[src/rtl/floating_point_classify.sv]
// Single-precision FCLASS: maps an IEEE-754 binary32 operand to the RISC-V
// one-hot class vector.
module floating_point_classify (
    input  logic [31:0] i_operand,
    output logic [9:0]  o_class
);

    logic        w_sign;
    logic [7:0]  w_exp;
    logic [22:0] w_mant;

    assign w_sign = i_operand[31];
    assign w_exp  = i_operand[30:23];
    assign w_mant = i_operand[22:0];

    always_comb begin
        o_class = '0;
        if (w_exp == 8'hFF) begin
            if (w_mant == '0) begin
                o_class[w_sign ? 0 : 7] = 1'b1;
            end else if (w_mant[22]) begin
                o_class[9] = 1'b1;
            end else begin
                o_class[8] = 1'b1;
            end
        end else if (w_exp == 8'h00) begin
            if (w_mant == '0) begin
                o_class[w_sign ? 3 : 4] = 1'b1;
            end else begin
                o_class[w_sign ? 2 : 5] = 1'b1;
            end
        end else begin
            o_class[w_sign ? 1 : 6] = 1'b1;
        end
    end

endmodule

[src/rtl/fp_class_arbiter.sv]
// Round-robin arbiter sharing one FCLASS datapath between NUM_REQ requesters,
// with a one-entry response slot and a saturating sNaN counter.
module fp_class_arbiter #(
    parameter int unsigned NUM_REQ = 2,
    parameter int unsigned ID_W    = 1,
    parameter int unsigned TAG_W   = 5
) (
    input  logic                     i_clk,
    input  logic                     i_rst,
    input  logic                     i_flush,
    input  logic [NUM_REQ-1:0]       i_req_valid,
    output logic [NUM_REQ-1:0]       o_req_ready,
    input  logic [NUM_REQ*32-1:0]    i_req_operand,
    input  logic [NUM_REQ*TAG_W-1:0] i_req_tag,
    output logic                     o_rsp_valid,
    input  logic                     i_rsp_ready,
    output logic [9:0]               o_rsp_class,
    output logic [31:0]              o_rsp_result,
    output logic [ID_W-1:0]          o_rsp_src,
    output logic [TAG_W-1:0]         o_rsp_tag,
    output logic [15:0]              o_snan_cnt
);

    logic              r_valid;
    logic [31:0]       r_operand;
    logic [ID_W-1:0]   r_src;
    logic [TAG_W-1:0]  r_tag;
    logic [ID_W-1:0]   r_ptr;
    logic [15:0]       r_snan_cnt;

    logic              w_slot_free;
    logic              w_found;
    logic              w_accept;
    logic              w_snan_fire;
    logic [ID_W-1:0]   w_grant;
    logic [ID_W-1:0]   w_ptr_nxt;
    logic [31:0]       w_operand;
    logic [TAG_W-1:0]  w_tag;
    logic [9:0]        w_class;

    assign w_slot_free = (!r_valid || i_rsp_ready) && !i_flush;

    // Two passes: indices at or above ptr first, then the wrapped-around low indices.
    always_comb begin
        w_found   = 1'b0;
        w_grant   = '0;
        w_operand = '0;
        w_tag     = '0;
        for (int unsigned j = 0; j < NUM_REQ; j++) begin
            if (!w_found && (j >= 32'(r_ptr)) && i_req_valid[j]) begin
                w_found   = 1'b1;
                w_grant   = ID_W'(j);
                w_operand = i_req_operand[32*j +: 32];
                w_tag     = i_req_tag[TAG_W*j +: TAG_W];
            end
        end
        for (int unsigned j = 0; j < NUM_REQ; j++) begin
            if (!w_found && (j < 32'(r_ptr)) && i_req_valid[j]) begin
                w_found   = 1'b1;
                w_grant   = ID_W'(j);
                w_operand = i_req_operand[32*j +: 32];
                w_tag     = i_req_tag[TAG_W*j +: TAG_W];
            end
        end
    end

    assign w_accept = w_found && w_slot_free && !i_rst;

    always_comb begin
        o_req_ready = '0;
        for (int unsigned j = 0; j < NUM_REQ; j++) begin
            o_req_ready[j] = w_accept && (32'(w_grant) == j);
        end
    end

    always_comb begin
        w_ptr_nxt = '0;
        if (32'(w_grant) + 32'd1 < NUM_REQ) begin
            w_ptr_nxt = ID_W'(32'(w_grant) + 32'd1);
        end
    end

    floating_point_classify u_classify (
        .i_operand (r_operand),
        .o_class   (w_class)
    );

    assign w_snan_fire = r_valid && i_rsp_ready && !i_flush && w_class[8];

    always_ff @(posedge i_clk or posedge i_rst) begin
        if (i_rst) begin
            r_valid    <= 1'b0;
            r_operand  <= '0;
            r_src      <= '0;
            r_tag      <= '0;
            r_ptr      <= '0;
            r_snan_cnt <= '0;
        end else begin
            if (w_accept) begin
                r_valid   <= 1'b1;
                r_operand <= w_operand;
                r_src     <= w_grant;
                r_tag     <= w_tag;
                r_ptr     <= w_ptr_nxt;
            end else if (i_flush || i_rsp_ready) begin
                r_valid <= 1'b0;
            end
            if (w_snan_fire && (r_snan_cnt != 16'hFFFF)) begin
                r_snan_cnt <= r_snan_cnt + 16'd1;
            end
        end
    end

    assign o_rsp_valid  = r_valid;
    assign o_rsp_class  = w_class;
    assign o_rsp_result = {22'b0, w_class};
    assign o_rsp_src    = r_src;
    assign o_rsp_tag    = r_tag;
    assign o_snan_cnt   = r_snan_cnt;

endmodule

[config.mk]
export PLATFORM = sky130hd
export DESIGN_NAME = fp_class_arbiter
export DESIGN_NICKNAME = d
export VERILOG_FILES = /design/src/rtl/floating_point_classify.sv /design/src/rtl/fp_class_arbiter.sv
export SDC_FILE = /design/constraint.sdc
export NUM_CORES = 1
export LEC_CHECK = 0
export BUFFER_PORTS_ARGS = -buffer_cell sky130_fd_sc_hd__buf_4
export CORE_UTILIZATION = 35
export DETAILED_ROUTE_END_ITERATION = 8
export GPL_ROUTABILITY_DRIVEN = 0
export SLEW_MARGIN = 20
export SYNTH_ARGS = -nofsm -noshare
export SYNTH_HDL_FRONTEND = slang
export SYNTH_SLANG_ARGS = --single-unit
[constraint.sdc]
create_clock -name i_clk -period 4.96 [get_ports i_clk]
set_clock_uncertainty 0.1 [all_clocks]
set_input_delay 0.992 -clock i_clk [delete_from_list [all_inputs] [get_ports i_clk]]
set_output_delay 0.992 -clock i_clk [all_outputs]
set_load 0.01 [all_outputs]
# Word level (Yosys, flattened, before mapping)
# Index checks and enable logic that the tools add are counted.
dict set report word_totals {
  input_bits 80
  wordCells 82
  output_inout_bits 67
  ff_bits 56
}
dict set report op_classes {
  bitwise 1
  n_lt_le_gt_ge 11
  n_eq_ne 2
  n_reduce_logical 27
  mux 33
  add_sub_neg 2
}
# operator count
set op_table {}
lappend op_table {{greater-or-equal comparator 32 x 1 -> 1 bit (second input constant)} 4}
lappend op_table {{less-than comparator 32 x 6 -> 1 bit (second input constant)} 4}
lappend op_table {{2-to-1 mux 32 bit} 3}
lappend op_table {{less-than comparator 32 x 2 -> 1 bit (second input constant)} 1}
lappend op_table {{2-to-1 mux 10 bit} 3}
lappend op_table {{zero test 23 bit} 1}
lappend op_table {{logical AND 1 bit} 17}
lappend op_table {{adder 16 x 1 -> 16 bit (second input constant)} 1}
lappend op_table {{demux 1 bit (select 4 bit)} 4}
lappend op_table {{!= test 16 bit (second input constant)} 1}
lappend op_table {{2-to-1 mux 5 bit} 3}
lappend op_table {{2-to-1 mux 1 bit} 14}
lappend op_table {{2-to-1 mux 3 bit} 4}
lappend op_table {{equality test 8 bit (second input constant)} 1}
lappend op_table {{zero test 8 bit} 1}
lappend op_table {{2-to-1 mux 8 bit} 1}
lappend op_table {{zero test 1 bit} 5}
lappend op_table {{adder 1 x 1 -> 2 bit (second input constant)} 1}
lappend op_table {{logical OR 1 bit} 2}
lappend op_table {{2-to-1 mux 2 bit} 1}
lappend op_table {{nonzero test 2 bit} 1}
lappend op_table {{greater-or-equal comparator 1 bit (first input constant)} 1}
lappend op_table {{less-than comparator 1 bit (first input constant)} 1}
lappend op_table {{inverter 1 bit} 1}

# Logic depth before layout (Yosys ltp)
dict set report logic_depth {
  ltp_word 13
  ltp_mapped 6
  depth_no_buf 6
}

# By module
# Synthesis repeated with hierarchy kept, for this count alone.
dict set report hier_totals {
  cells_unflattened 310
  area_unflattened_um2 3045.4
}
# module instances area_per_inst_um2 seq_area_each_um2 cells_each
set modules_own_cells {}
lappend modules_own_cells {fp_class_arbiter 1 2821.5 1401.3 281}
lappend modules_own_cells {floating_point_classify 1 224.0 0.0 29}

# Least setup slack after synthesis
# OpenSTA, ideal clock, no wires.
dict set report synth_path {
  path_kind {input to output}
  from {input i_rst}
  to {output o_req_ready[0]}
  path_slack_ps 441
  path_stages 5
  path_buffers 1
  arrival_time_ps 3427
  path_cell_list {inv_1 -> o21ai_0 -> nor3b_2 -> clkbuf_1 -> nor2b_1}
}
dict set report synth_between {
  elab_chain_len 3
}
# element line_no
set synth_lines {}
lappend synth_lines {{start, declared} fp_class_arbiter.sv:9} ;# input logic i_rst,
lappend synth_lines {{zero test 1 bit (no source line)} --}
lappend synth_lines {{logical AND 1 bit} fp_class_arbiter.sv:67} ;# assign w_accept = w_found && w_slot_free && !i_rst;
lappend synth_lines {{logical AND 1 bit} fp_class_arbiter.sv:72} ;# o_req_ready[j] = w_accept && (32'(w_grant) == j);
lappend synth_lines {{end, declared} fp_class_arbiter.sv:12} ;# output logic [NUM_REQ-1:0] o_req_ready,
# No other way between the ends.

# Worst setup path after layout
dict set report layout_path {
  from {register r_operand[19]}
  to {output o_rsp_class[0]}
}
dict set report layout_between {
  elab_chain_len 4
}
# element line_no
set layout_lines {}
lappend layout_lines {{start, declared} fp_class_arbiter.sv:25} ;# logic [31:0] r_operand;
lappend layout_lines {{start signal, assigned} fp_class_arbiter.sv:101} ;# r_operand <= w_operand;
lappend layout_lines {{zero test 23 bit *} {floating_point_classify.sv:19, floating_point_classify.sv:27}}
lappend layout_lines {{2-to-1 mux 10 bit} floating_point_classify.sv:27} ;# if (w_mant == '0) begin
lappend layout_lines {{2-to-1 mux 10 bit} floating_point_classify.sv:26} ;# end else if (w_exp == 8'h00) begin
lappend layout_lines {{2-to-1 mux 10 bit *} floating_point_classify.sv:18} ;# if (w_exp == 8'hFF) begin
lappend layout_lines {{end, declared} fp_class_arbiter.sv:17} ;# output logic [9:0] o_rsp_class,
# Mark *: on every way between the ends. The rest lies on a longest branch, timed or not.

==> impl_metrics.ini <==
[pwr]
power_frac_comb_pct = 23.0
clockPowerShare_pct = 23.6
internal_power_w = 0.000759
switching_share_pct = 28.6
p_switching_w = 0.000305
irDropWorstVdd_v = 0.000121
power_density_mw_per_mm2 = 269
p_leak_nw = 1.91
pwr-share-seq_pct = 53.4

[sta]
setup-tns-final_ps = 0
setup_viol = 0
min_period_ps = 3300
fin_crit_sh_pct = 66.4
tightest_slew_ps = 913
clock.fmax_mhz = 303
rsz0062_at_grt = false
hold_viol_final = 0
maxSlewViolCount = 0
worst_hold_slack_ps = 398
relSlewSlack_pct = 38.9

[worst_setup_path]
rr_worst_depth = 5
critPathLaunchType = register
critPathKind = reg2out
crit_start = r_operand[19]
r2r_start = r_operand[19]
arrival_ps = 2200
timing.rr.end = o_snan_cnt[1]
reg2reg_slack_ps = 2840
crit_path_end_kind = primary output
crit_required_ps = 3870
path_max_fanout = 6
crit_end = o_rsp_class[0]

[clock_network]
numCtsBuffers = 5
clock-sinks = 56
clk_latency_ps = 300
cts_setup_buffers = 0
cts.repair.resized = 0
cts_max_path_buffers = 2
cts_root_buf = clkbuf_8
clk_pin_slew_ps = 90
cts_tree = done
h-tree-depth = 2
ctsHoldBuffers = 0

[grt]
use_met2_pct = 27.0
grt_pass1_wl_um = 11800
grt_pass1_vias = 2431
antenna_found_initial = 0
globalRoute.totalOverflow = 0
grt_max_degree = 75
track_usage_pct = 17.0
grtUsageMet1_pct = 24.0
use_met3_pct = 3.14
busiest_layer = met2

[place]
io_buffers = 124
place_area_mm2 = 0.00387
dpl.hpwl_um = 5380

[detailed_routing]
drc = 0
routed_wl_um = 7190
viasPerCell = 4.92
drt_iter0_markers = 90
antenna_left = 0
vias = 2590
post_drt_wl_per_cell_um = 13.7
first_pass_iters = 4

[synthesis]
ys_types = 39
synth-seq-cells = 56
synthTopCellsByArea = dfrtp_1, a22oi_1, buf_4
yosys.area.top_type = dfrtp_1
yosysMostFrequentCell = dfrtp_1
synth_area_mm2 = 0.00299
synth_top_area_share_pct = 46.9
postSynthAreaPerCell_um2 = 9.54
synthArstFlopShare_pct = 100
yosys_warnings = 0
ys_seq_area_share_pct = 46.9
yosys-top-cells-count = dfrtp_1, nor2_1, a21oi_1
syn_inst = 313
synth_edf_count = 0
synthFlopType = dfrtp_1

[job]
cap_viol_max_count = 0

[worst_hold_path]
hp-class = reg2reg

[finish]
design_area_mm2 = 0.00396
drive_above_1_share_pct = 34.7
final_core_util_pct = 48.2
antenna_cells = 0
areaGrowthSynthToFinish_pct = 32.5
fillers = 825
final_nets = 501

[die]
chipHeight_um = 94.4
die_x_um = 94.4
dieArea_mm2 = 0.00891
coreArea_mm2 = 0.00822
placementRows = 33
ios = 147
start_util_pct = 36.3

[run_status]
status = complete, no violations
[logic make-up (layout without fill, tap and decap cells)]
logic type	Yosys count	in the layout	synth area share, %
flip-flops	56	56	46.9
other	1	22	0.126
AND/OR/NAND/NOR	104	104	18.6
buffers and inverters	53	140	11.1
AO/OA/AOI/OAI	81	81	17.6
XOR/XNOR	15	15	4.40
adder cells (fa/ha/maj)	1	1	0.419
multiplexers	2	2	0.880
[routing by layer]
| layer | part of all wire, % | vias up |
|---|---|---|
| met2 | 47 | 88 |
| li1 | - | 1279 |
| met3 | 5.6 | 8 |
| met4 | 0.88 | 0 |
| met5 | 0 | - |
| met1 | 46 | 1215 |
[worst min-delay path by stage]
stage                   startpoint        endpoint  slack [ps]  depth (start not counted)
global placement     o_snan_cnt[8]   o_snan_cnt[8]         390                          1
global route        o_snan_cnt[15]  o_snan_cnt[15]         420                          1
CTS                 o_snan_cnt[15]  o_snan_cnt[15]         400                          1
finish              o_snan_cnt[11]  o_snan_cnt[11]         400                          1
floorplan                    r_ptr           r_ptr         390                          2
detailed placement  o_snan_cnt[11]  o_snan_cnt[11]         390                          1
[flip-flops by register name, indices dropped and copies added (netlist names)]
signal,cells
o_rsp_src,1
r_ptr,1
o_rsp_valid,1
o_rsp_tag,5
o_snan_cnt,16
r_operand,32
[power groups by stage]
stage	logic (W)	clock network (W)	registers, W
detailed placement	0.000248	0	0.000578
CTS	0.000249	0.000263	0.000569
global placement	0.000243	0	0.000575
finish	0.000245	0.000251	0.000568
global route	0.000278	0.000284	0.000578
floorplan	0.000152	0	0.000570
[stage by stage]
step / worst slack, ps / power, W / cells
detailed placement: 1910 / 0.000826 / 518
global placement: 1900 / 0.000817 / 518
CTS: 1610 / 0.00108 / 526
finish: 1660 / 0.00106 / 526
floorplan: 441 / 0.000722 / 334
global route: 1450 / 0.00114 / 526
[cells in the final DEF, fill, tap and decap left out, drive strengths merged]
cell	count
mux2	2
and4bb	1
nor4	15
nor4b	1
nor2	45
nand2	9
o21ai	1
or2	1
o2111ai	1
a21boi	2
xor2	13
buf	127
nor3b	4
nand4	6
dfrtp	56
inv	5
nand2b	1
ha	1
o211ai	1
clkbuf	8
conb	22
xnor2	2
nand3b	1
a21oi	38
nor3	11
nand3	5
nor2b	1
and3	1
a22oi	37
o31ai	1
and2	2
[final cells by class]
| cell class | count | area [um^2] | area share, % |
|---|---|---|---|
| sequential | 56 | 1400 | 35.4 |
| clock buffer | 8 | 90.1 | 2.28 |
| multi-input combinational | 225 | 1360 | 34.4 |
| tap | 105 | 131 | 3.32 |
| inverter | 5 | 18.8 | 0.474 |
| timing repair buffer | 127 | 953 | 24.1 |
[critical path: stages (launching register included)]
cell and delay [ps]:
dfrtp_1 390, nor4_1 310, nand4_1 310, nor2_1 490, and3_1 270, buf_4 130
(Power assumes the default switching activity.)
